$ cat src/rtl/run_ctrl_pkg.sv
// Shared types and default parameters for the core run sequencer and its bench.
package run_ctrl_pkg;

  typedef enum logic [2:0] {
    IDLE,
    START,
    RUN,
    DONE,
    TIMEOUT
  } run_state_t;

  localparam int unsigned INSTR_WIDTH_DEF  = 9;
  localparam int unsigned CNT_WIDTH_DEF    = 16;
  localparam int unsigned START_CYCLES_DEF = 2;
  localparam logic [15:0] MAX_CYCLES_DEF   = 16'hFFF0;

endpackage

$ cat src/rtl/sat_counter.sv
// Saturating up-counter with synchronous clear; flags the count sitting at, or about to hit, LIMIT.
module sat_counter #(
  parameter int unsigned      WIDTH = 16,
  parameter logic [WIDTH-1:0] LIMIT = '1
) (
  input  logic             clk,
  input  logic             rst_n,
  input  logic             en_i,
  input  logic             clr_i,
  output logic [WIDTH-1:0] count_o,
  output logic             at_limit_o,
  output logic             hit_o
);

  logic [WIDTH-1:0] count_q, count_d;

  assign at_limit_o = (count_q == LIMIT);
  // Asserted on the increment that lands exactly on LIMIT.
  assign hit_o      = en_i && !clr_i && !at_limit_o && (count_q == LIMIT - WIDTH'(1));
  assign count_o    = count_q;

  always_comb begin
    count_d = count_q;
    if (clr_i) begin
      count_d = '0;
    end else if (en_i && !at_limit_o) begin
      count_d = count_q + WIDTH'(1);
    end
  end

  always_ff @(posedge clk or negedge rst_n) begin
    if (!rst_n) begin
      count_q <= '0;
    end else begin
      count_q <= count_d;
    end
  end

endmodule

$ cat src/rtl/core_run_ctrl.sv
// Run sequencer: pulses core start, enables the core, counts RUN cycles, and
// holds a halt or watchdog result until the host acknowledges it.
module core_run_ctrl
  import run_ctrl_pkg::*;
#(
  parameter int unsigned          instr_width  = INSTR_WIDTH_DEF,
  parameter int unsigned          cnt_width    = CNT_WIDTH_DEF,
  parameter int unsigned          START_CYCLES = START_CYCLES_DEF,
  parameter logic [cnt_width-1:0] MAX_CYCLES   = cnt_width'(MAX_CYCLES_DEF)
) (
  input  logic                   clk,
  input  logic                   rst_n,
  input  logic                   go,
  input  logic [instr_width-1:0] go_addr,
  input  logic                   ack,
  input  logic                   core_halt,
  output logic                   core_start,
  output logic                   core_en,
  output logic [instr_width-1:0] start_addr,
  output logic                   busy,
  output logic                   done,
  output logic                   timed_out,
  output logic [cnt_width-1:0]   instr_count
);

  localparam int unsigned SW = (START_CYCLES > 1) ? $clog2(START_CYCLES) : 1;

  run_state_t             state_q, state_d;
  logic [SW-1:0]          scnt_q, scnt_d;
  logic [instr_width-1:0] addr_q, addr_d;
  logic                   cnt_en, cnt_clr, cnt_at_limit, cnt_hit;

  sat_counter #(
    .WIDTH (cnt_width),
    .LIMIT (MAX_CYCLES)
  ) u_instr_cnt (
    .clk        (clk),
    .rst_n      (rst_n),
    .en_i       (cnt_en),
    .clr_i      (cnt_clr),
    .count_o    (instr_count),
    .at_limit_o (cnt_at_limit),
    .hit_o      (cnt_hit)
  );

  always_comb begin
    state_d = state_q;
    scnt_d  = scnt_q;
    addr_d  = addr_q;
    cnt_en  = 1'b0;
    cnt_clr = 1'b0;
    unique case (state_q)
      IDLE: begin
        if (go) begin
          addr_d  = go_addr;
          cnt_clr = 1'b1;
          scnt_d  = SW'(START_CYCLES - 1);
          state_d = START;
        end
      end
      START: begin
        if (scnt_q == '0) begin
          state_d = RUN;
        end else begin
          scnt_d = scnt_q - SW'(1);
        end
      end
      RUN: begin
        // Halt takes priority: a halting cycle is neither counted nor a timeout.
        if (core_halt) begin
          state_d = DONE;
        end else begin
          cnt_en = 1'b1;
          if (cnt_hit || cnt_at_limit) begin
            state_d = TIMEOUT;
          end
        end
      end
      DONE, TIMEOUT: begin
        if (ack) begin
          state_d = IDLE;
        end
      end
      default: state_d = IDLE;
    endcase
  end

  always_ff @(posedge clk or negedge rst_n) begin
    if (!rst_n) begin
      state_q <= IDLE;
      scnt_q  <= '0;
      addr_q  <= '0;
    end else begin
      state_q <= state_d;
      scnt_q  <= scnt_d;
      addr_q  <= addr_d;
    end
  end

  // Outputs decode only the state register, so no input reaches an output combinationally.
  always_comb begin
    core_start = (state_q == START);
    core_en    = (state_q == START) || (state_q == RUN);
    busy       = (state_q == START) || (state_q == RUN);
    done       = (state_q == DONE) || (state_q == TIMEOUT);
    timed_out  = (state_q == TIMEOUT);
    start_addr = addr_q;
  end

endmodule

$ cat config.mk
export PLATFORM = sky130hd
export DESIGN_NAME = core_run_ctrl
export DESIGN_NICKNAME = d
export VERILOG_FILES = /design/src/rtl/run_ctrl_pkg.sv /design/src/rtl/sat_counter.sv /design/src/rtl/core_run_ctrl.sv
export SDC_FILE = /design/constraint.sdc
export NUM_CORES = 1
export LEC_CHECK = 0
export ABC_AREA = 1
export CAP_MARGIN = 20
export CORE_ASPECT_RATIO = 0.9
export CORE_UTILIZATION = 43
export CTS_CLUSTER_SIZE = 20
export DETAILED_ROUTE_END_ITERATION = 8
export PLACE_DENSITY = 0.75
export SYNTH_ARGS = -nofsm -noshare
export SYNTH_HDL_FRONTEND = slang
export SYNTH_SLANG_ARGS = --single-unit
$ cat constraint.sdc
create_clock -name clk -period 1.55 [get_ports clk]
set_input_delay 0.155 -clock clk [delete_from_list [all_inputs] [get_ports clk]]
set_output_delay 0.155 -clock clk [all_outputs]
set_load 0.03 [all_outputs]
==> results of run 1 <==
## cell families (layout without fill, tap and decap cells)
logic type | after synthesis | after routing
fa+ha+maj | 2 | 2
buf+inv | 33 | 103
flops | 29 | 29
xor+xnor | 3 | 3
simple gates | 144 | 145
compound gates | 18 | 18
## power breakdown
| part | internal, mW | switching, mW | leakage (nW) | total [mW] |
|---|---|---|---|---|
| logic | 0.722 | 1.19 | 0.864 | 1.91 |
| registers | 0.951 | 0.137 | 0.378 | 1.09 |
| clock network | 0.400 | 0.291 | 0.0542 | 0.692 |
| total | 2.07 | 1.62 | 1.30 | 3.69 |
## worst max-delay path by stage
stage,slack (ns),start,end,cells past startpoint
floorplan,0.00009,u_instr_cnt.count_o[0],u_instr_cnt.count_o[12],8
global placement,0.03,u_instr_cnt.count_o[0],u_instr_cnt.count_o[8],10
detailed placement,0.001,u_instr_cnt.count_o[0],u_instr_cnt.count_o[8],10
CTS,0.002,u_instr_cnt.count_o[7],instr_count[7],1
global route,-0.05,u_instr_cnt.count_o[1],u_instr_cnt.count_o[6],10
finish,0.02,u_instr_cnt.count_o[1],u_instr_cnt.count_o[6],10
## sequential cells by signal (all words and copies together), names as in the netlist
name,flops
scnt_q,1
start_addr,9
u_instr_cnt.count_o,16
state_q,3
## metrics by stage
stage / total power, mW / area, um2 / setup TNS [ns]
after CTS: 3.61 / 2390 / 0
after global placement: 2.89 / 2300 / 0
after floorplan: 2.28 / 1680 / 0
after global routing: 3.95 / 2460 / -0.484
final: 3.69 / 2460 / 0
after detailed placement: 2.91 / 2300 / 0
## final cells by class
| cell class | instances | area, um2 |
|---|---|---|
| Tap cell | 46 | 57.6 |
| Multi-Input combinational cell | 168 | 876 |
| Sequential cell | 29 | 731 |
| Inverter | 28 | 105 |
| Fill cell | 322 | 1250 |
| Timing Repair Buffer | 67 | 587 |
| Clock buffer | 7 | 96.3 |
| Clock inverter | 1 | 5.00 |
## cell usage in the layout, fill, tap and decap left out, types with 2 or more instances in the layout
master,instances
dlymetal6s2s_1,2
nand2_1,89
inv_2,7
xnor2_1,2
inv_1,21
o21ai_0,5
clkbuf_8,7
dfrtp_2,4
o211ai_1,3
o21ai_2,3
nor3_1,2
o21ai_1,4
buf_4,27
nor2_1,9
nand3_1,17
ha_4,2
dfrtp_1,25
nor2_4,6
clkdlybuf4s50_1,22
nand4_1,6
nor2_2,5
nand2_2,8
dlygate4sd2_1,14
## worst register-to-register path, cell delays in order, from the launching register on
cell and delay [ns]:
dfrtp_2 0.42, inv_2 0.06, ha_4 0.15, inv_2 0.04, nor2_2 0.04, nand2_2 0.08, nor2_4 0.04, nor2_4 0.28
buf_6 0.19, nand2_2 0.05, o21ai_2 0.11
## routing by layer
metal / share of wire (%) / routed length, um / vias up / global-route usage, %
met5: 0 / 0 / - / 0
met4: 1.0 / 42 / 0 / 8.21
li1: - / - / 860 / -
met2: 45 / 1830 / 54 / 33.7
met3: 6.4 / 258 / 6 / 8.33
met1: 47 / 1930 / 739 / 26.3
## repair_timing
item,CTS,global route
gates resized for setup,16,29
gates cloned,0,1
setup endpoints to repair,21,22
pin swaps,0,13
buffers inserted,1,0
==> impl_metrics.ini, run 1 <==
[synth]
synth_area_leaders = dfrtp_1 44%, nand2_1 21%, inv_1 5.9%, nand3_1 5.1%, o21ai_0 3.0%
ys_types = 27
synth_xor_area_share_pct = 1.58
syn_inst = 229
synth_async_sr_flop_share_pct = 100
synth_edf_count = 0
yosysTopAreaCell = dfrtp_1
synth_top_cell_area_share_pct = 43.6
yosysMostFrequentCell = nand2_1
synth_seq_cells = 29
syn_area_per_cell_um2 = 7.27
syn_area_um2 = 1660
synth-compound-area-share_pct = 6.32
synthSimpleGateAreaFrac_pct = 38.3
syn-num-nets = 245
synthAdderAreaFrac_pct = 1.50
synth_top_family_by_area = simple AND/OR/NAND/NOR gates
synth_seq_area_share_pct = 43.6
synth.area.mux_share_pct = 0
yosys-top-cells-count = 94 x nand2_1, 29 x dfrtp_1, 26 x inv_1, 17 x nand3_1, 13 x nor2_1
synth_top_flop_cell = dfrtp_1
ys_warn_count = 0

[setup_path]
crit_chain = inv_2, ha_4, inv_2, nor2_2, nand2_2, nor2_4, nor2_4, buf_6, nand2_2, o21ai_2
crit_family = simple AND/OR/NAND/NOR gates
rrSetupSlack_ns = 0.02
critical_path_required_ns = 1.76
cp.buffers_inverters = 3
critPathMaxFanout = 8
max_stage_delay_ns = 0.42
r2r-start = u_instr_cnt.count_o[1]
timing_worst_setup_path_type = register to register
reg2regPathDepth = 10
startpoint_type = register
cpMaxStageDelayCell = dfrtp_2
rr_endpoint = u_instr_cnt.count_o[6]
critPathArrivalTime_ns = 1.74
end_kind = register

[power]
p_leak_nw = 1.30
powerDensity_nw_per_um2 = 1500
vdd_drop_max_mv = 0.919

[routing]
dr.pass1.iters = 6
vias = 1659
drt_iter0_drc = 125
viasPerCell = 4.79
route.detailed.drc = 0
wl_um = 4060
antenna_left = 0
wire_per_inst_um = 11.7

[clock_network]
htree_levels = 2
insertion_delay_ns = 0.29
clk_pin_slew_worst_paths_ns = 0.06
cts_tree = yes
cts_buffers = 5
numClockSinks = 29
clk_path_buf_depth = 2
cts_root_buf = clkbuf_8
ctsHoldBuffers = 0

[floorplan]
initial_core_util_pct = 44.9
die_x_um = 67.6
die_area_um2 = 4120
core_um2 = 3700
num_rows = 21
io_pins = 44
dieHeight_um = 61.0

[timing]
fmax_mhz = 655
setup_viol = 0
fin_worst_skew_ns = 0.00491
max-slew-margin-rel_pct = 75.0
hold_slack_ns = 0.252
fin_crit_sh_pct = 98.6
finalHoldViolations = 0
setup_ws_ns = 0.0223
report.final.slew_viol_count = 0
rsz0062_at_grt = yes
finalCriticalPeriod_ns = 1.53
worst_pin_slew_ns = 0.376

[cells_and_area]
syn_to_final_growth_pct = 47.7
final_util_pct = 66.3
final_layout_size_suffix_gt1_share_pct = 24.7
n_antenna_cell = 0
nNetsFinal = 315
stdcell_count = 346

[placement]
gp_congestion = 0.825
post-place-ws_ns = 0.00108
place_inst = 336
hpwl_um = 2800
numPortBuffers = 43

[grt]
grt_pass1_vias = 1425
antenna_found_initial = 0
track_usage_pct = 21.3
grt_pass1_wl_um = 6330
grt_max_degree = 30
grt-ovfl-total = 0

[job]
cap_violations = 0

[outcome]
status = finished clean

[worst_hold_path]
min_path_type = primary input to asynchronous set/reset pin
(Power assumes the default switching activity.)
==> inputs of run 2 (changes only) <==
--- a/config.mk
+++ b/config.mk
@@ -8,10 +8,10 @@
 export ABC_AREA = 1
 export CAP_MARGIN = 20
 export CORE_ASPECT_RATIO = 0.9
-export CORE_UTILIZATION = 43
+export CORE_UTILIZATION = 48
 export CTS_CLUSTER_SIZE = 20
 export DETAILED_ROUTE_END_ITERATION = 8
-export PLACE_DENSITY = 0.75
+export PLACE_DENSITY = 0.79
 export SYNTH_ARGS = -nofsm -noshare
 export SYNTH_HDL_FRONTEND = slang
 export SYNTH_SLANG_ARGS = --single-unit
==> constraint.sdc (replaced) <==
create_clock -name clk -period 1.6 [get_ports clk]
set_input_delay 0.16 -clock clk [delete_from_list [all_inputs] [get_ports clk]]
set_output_delay 0.16 -clock clk [all_outputs]
set_load 0.03 [all_outputs]
==> run 2 against run 1 <==
Net effect: the flow now finishes with violations (negative setup slack); fmax shrank 6.4%; global-route usage grew 4.3 points; sequential share of layout area shrank 0.66 points; power grew 1.4%; cell area grew 1.9%; die area shrank 10%; critical path depth grew 1; sequential power shrank 4%; register-to-register slack lost 0.05 ns; worst hold slack gained 0.0057 ns.
==> impl_metrics.ini, run 2 (same netlist as run 1, synthesis figures left out) <==
[outcome]
status = finished with violations
violations = negative setup slack

[setup_path]
crit_start = u_instr_cnt.count_o[1]
crit_family = simple AND/OR/NAND/NOR gates
critical_path_required_ns = 1.81
timing_worst_setup_path_type = register to register
critPathArrivalTime_ns = 1.85
crit_chain = inv_2, ha_4, inv_2, nor2_2, nand2_2, nor2_4, nor2_4, buf_6, nor2_4, nand2_1, nand2_1
r2r-start = u_instr_cnt.count_o[1]
end_kind = register
critPathMaxFanout = 8
cp_common_cell = nor2_4
cp.buffers_inverters = 3
cpMaxStageDelayCell = dfrtp_2
startpoint_type = register
max_stage_delay_ns = 0.43
rrSetupSlack_ns = -0.03

[timing]
rsz0062_at_grt = yes
fin_worst_skew_ns = 0.0104
hold_slack_ns = 0.258
worst_pin_slew_ns = 0.358
fin_crit_sh_pct = 102
finalCriticalPeriod_ns = 1.63
report.final.slew_viol_count = 0
max-slew-margin-rel_pct = 76.2
setup_ws_ns = -0.0313
fmax_mhz = 613
fin_tns_setup_ns = -0.130
setup_viol = 8
finalHoldViolations = 0

[cells_and_area]
final_layout_size_suffix_gt1_share_pct = 24.4
final_common_cell = nand2_1
layout_common_cells = 90 x nand2_1, 34 x buf_4, 27 x dfrtp_1
largest_reg_flops = 16
n_antenna_cell = 0
regArea_um2 = 728
syn_to_final_growth_pct = 50.5
stdcell_count = 350
multi_input_area_um2 = 841
fill_cells = 238
nNetsFinal = 323

[clock_network]
ctsHoldBuffers = 0
cts_tree = yes
clk_path_buf_depth = 2
clk_pin_slew_worst_paths_ns = 0.07
cts_root_buf = clkbuf_8
htree_levels = 2
insertion_delay_ns = 0.28
cts_buffers = 5
numClockSinks = 29

[power]
intPower_mw = 2.13
pwr-share-comb_pct = 50.7
vdd_drop_max_mv = 1.29
p_leak_nw = 1.37
p_switching_mw = 1.61
total_power_mw = 3.74
swShare_pct = 43.0
powerDensity_nw_per_um2 = 1490
pwr-share-seq_pct = 28.1
pwr-share-clk_pct = 21.2

[floorplan]
dieHeight_um = 57.9
io_pins = 44
core_um2 = 3190
num_rows = 19
initial_core_util_pct = 52.2
die_x_um = 64.1
die_area_um2 = 3710

[routing]
drt_iter0_drc = 94
antenna_left = 0
viasPerCell = 5.03
wl_um = 4370
route.detailed.drc = 0
vias = 1760
dr.pass1.iters = 4
wire_per_inst_um = 12.5

[placement]
place_inst = 339
gp_congestion = 0.880
hpwl_um = 3060
post-place-ws_ns = -0.0102
numPortBuffers = 43

[grt]
grt_max_degree = 30
track_usage_pct = 25.7
grt-ovfl-total = 0
grt_pass1_wl_um = 7310
grt_pass1_vias = 1588
antenna_found_initial = 0

[job]
cap_violations = 0

[worst_hold_path]
min_path_type = primary input to asynchronous set/reset pin
run 2: cell count changes in the layout (fill, tap and decap cells not counted), sizes merged:
cell,change
clkinv,-1
dlymetal6s2s,+3
buf,+7
dlygate4sd2,-5
bufinv,+1
clkinvlp,+1
clkdlybuf4s50,+2
run 2: per-layer routing:
layer	global-route usage, %	up-vias	part of all wire [%]
met1	35.4	803	45
met5	0	-	0
met3	5.71	9	6.4
met2	41.9	71	48
li1	-	877	-
met4	4.87	0	1.3
run 2: cell type report:
type,count,area share [%]
Clock buffer,6,3.30
Multi-Input combinational cell,168,33.6
Timing Repair Buffer,75,26.3
Sequential cell,29,29.1
Tap cell,42,2.10
Clock inverter,2,1.50
Inverter,28,4.20
run 2: final timing paths:
kind / end / cells after the start
worst max-delay path: u_instr_cnt.count_o[11] / 11
worst min-delay path: u_instr_cnt.count_o[7] / 2
worst max register to register: u_instr_cnt.count_o[11] / 11
worst min register to register: start_addr[6] / 2
max in group asynchronous: u_instr_cnt.count_o[0] / 2
min in group clk: start_addr[0] / 3
run 2: metrics by stage:
stage	utilization, %	area [um2]
after global routing	78.6	2500
after detailed placement	73.1	2330
final	78.6	2500
after CTS	77.1	2450
after floorplan	-	1670
after global placement	73.1	2330
run 2: power groups by stage:
stage          Sequential, mW  Clock, mW  Combinational [mW]
6_report                 1.05      0.795                1.90
5_1_grt                  1.07      0.843                2.05
4_1_cts                  1.04      0.800                1.83
3_5_place_dp             1.05          0                1.81
3_3_place_gp             1.04          0                1.78
2_1_floorplan            1.31          0               0.890
run 2: timing repair:
item,in CTS,in global routing
pin swaps,3,17
resized for setup,14,25
setup endpoints to repair,20,28
cloned,1,0
setup buffers,0,2
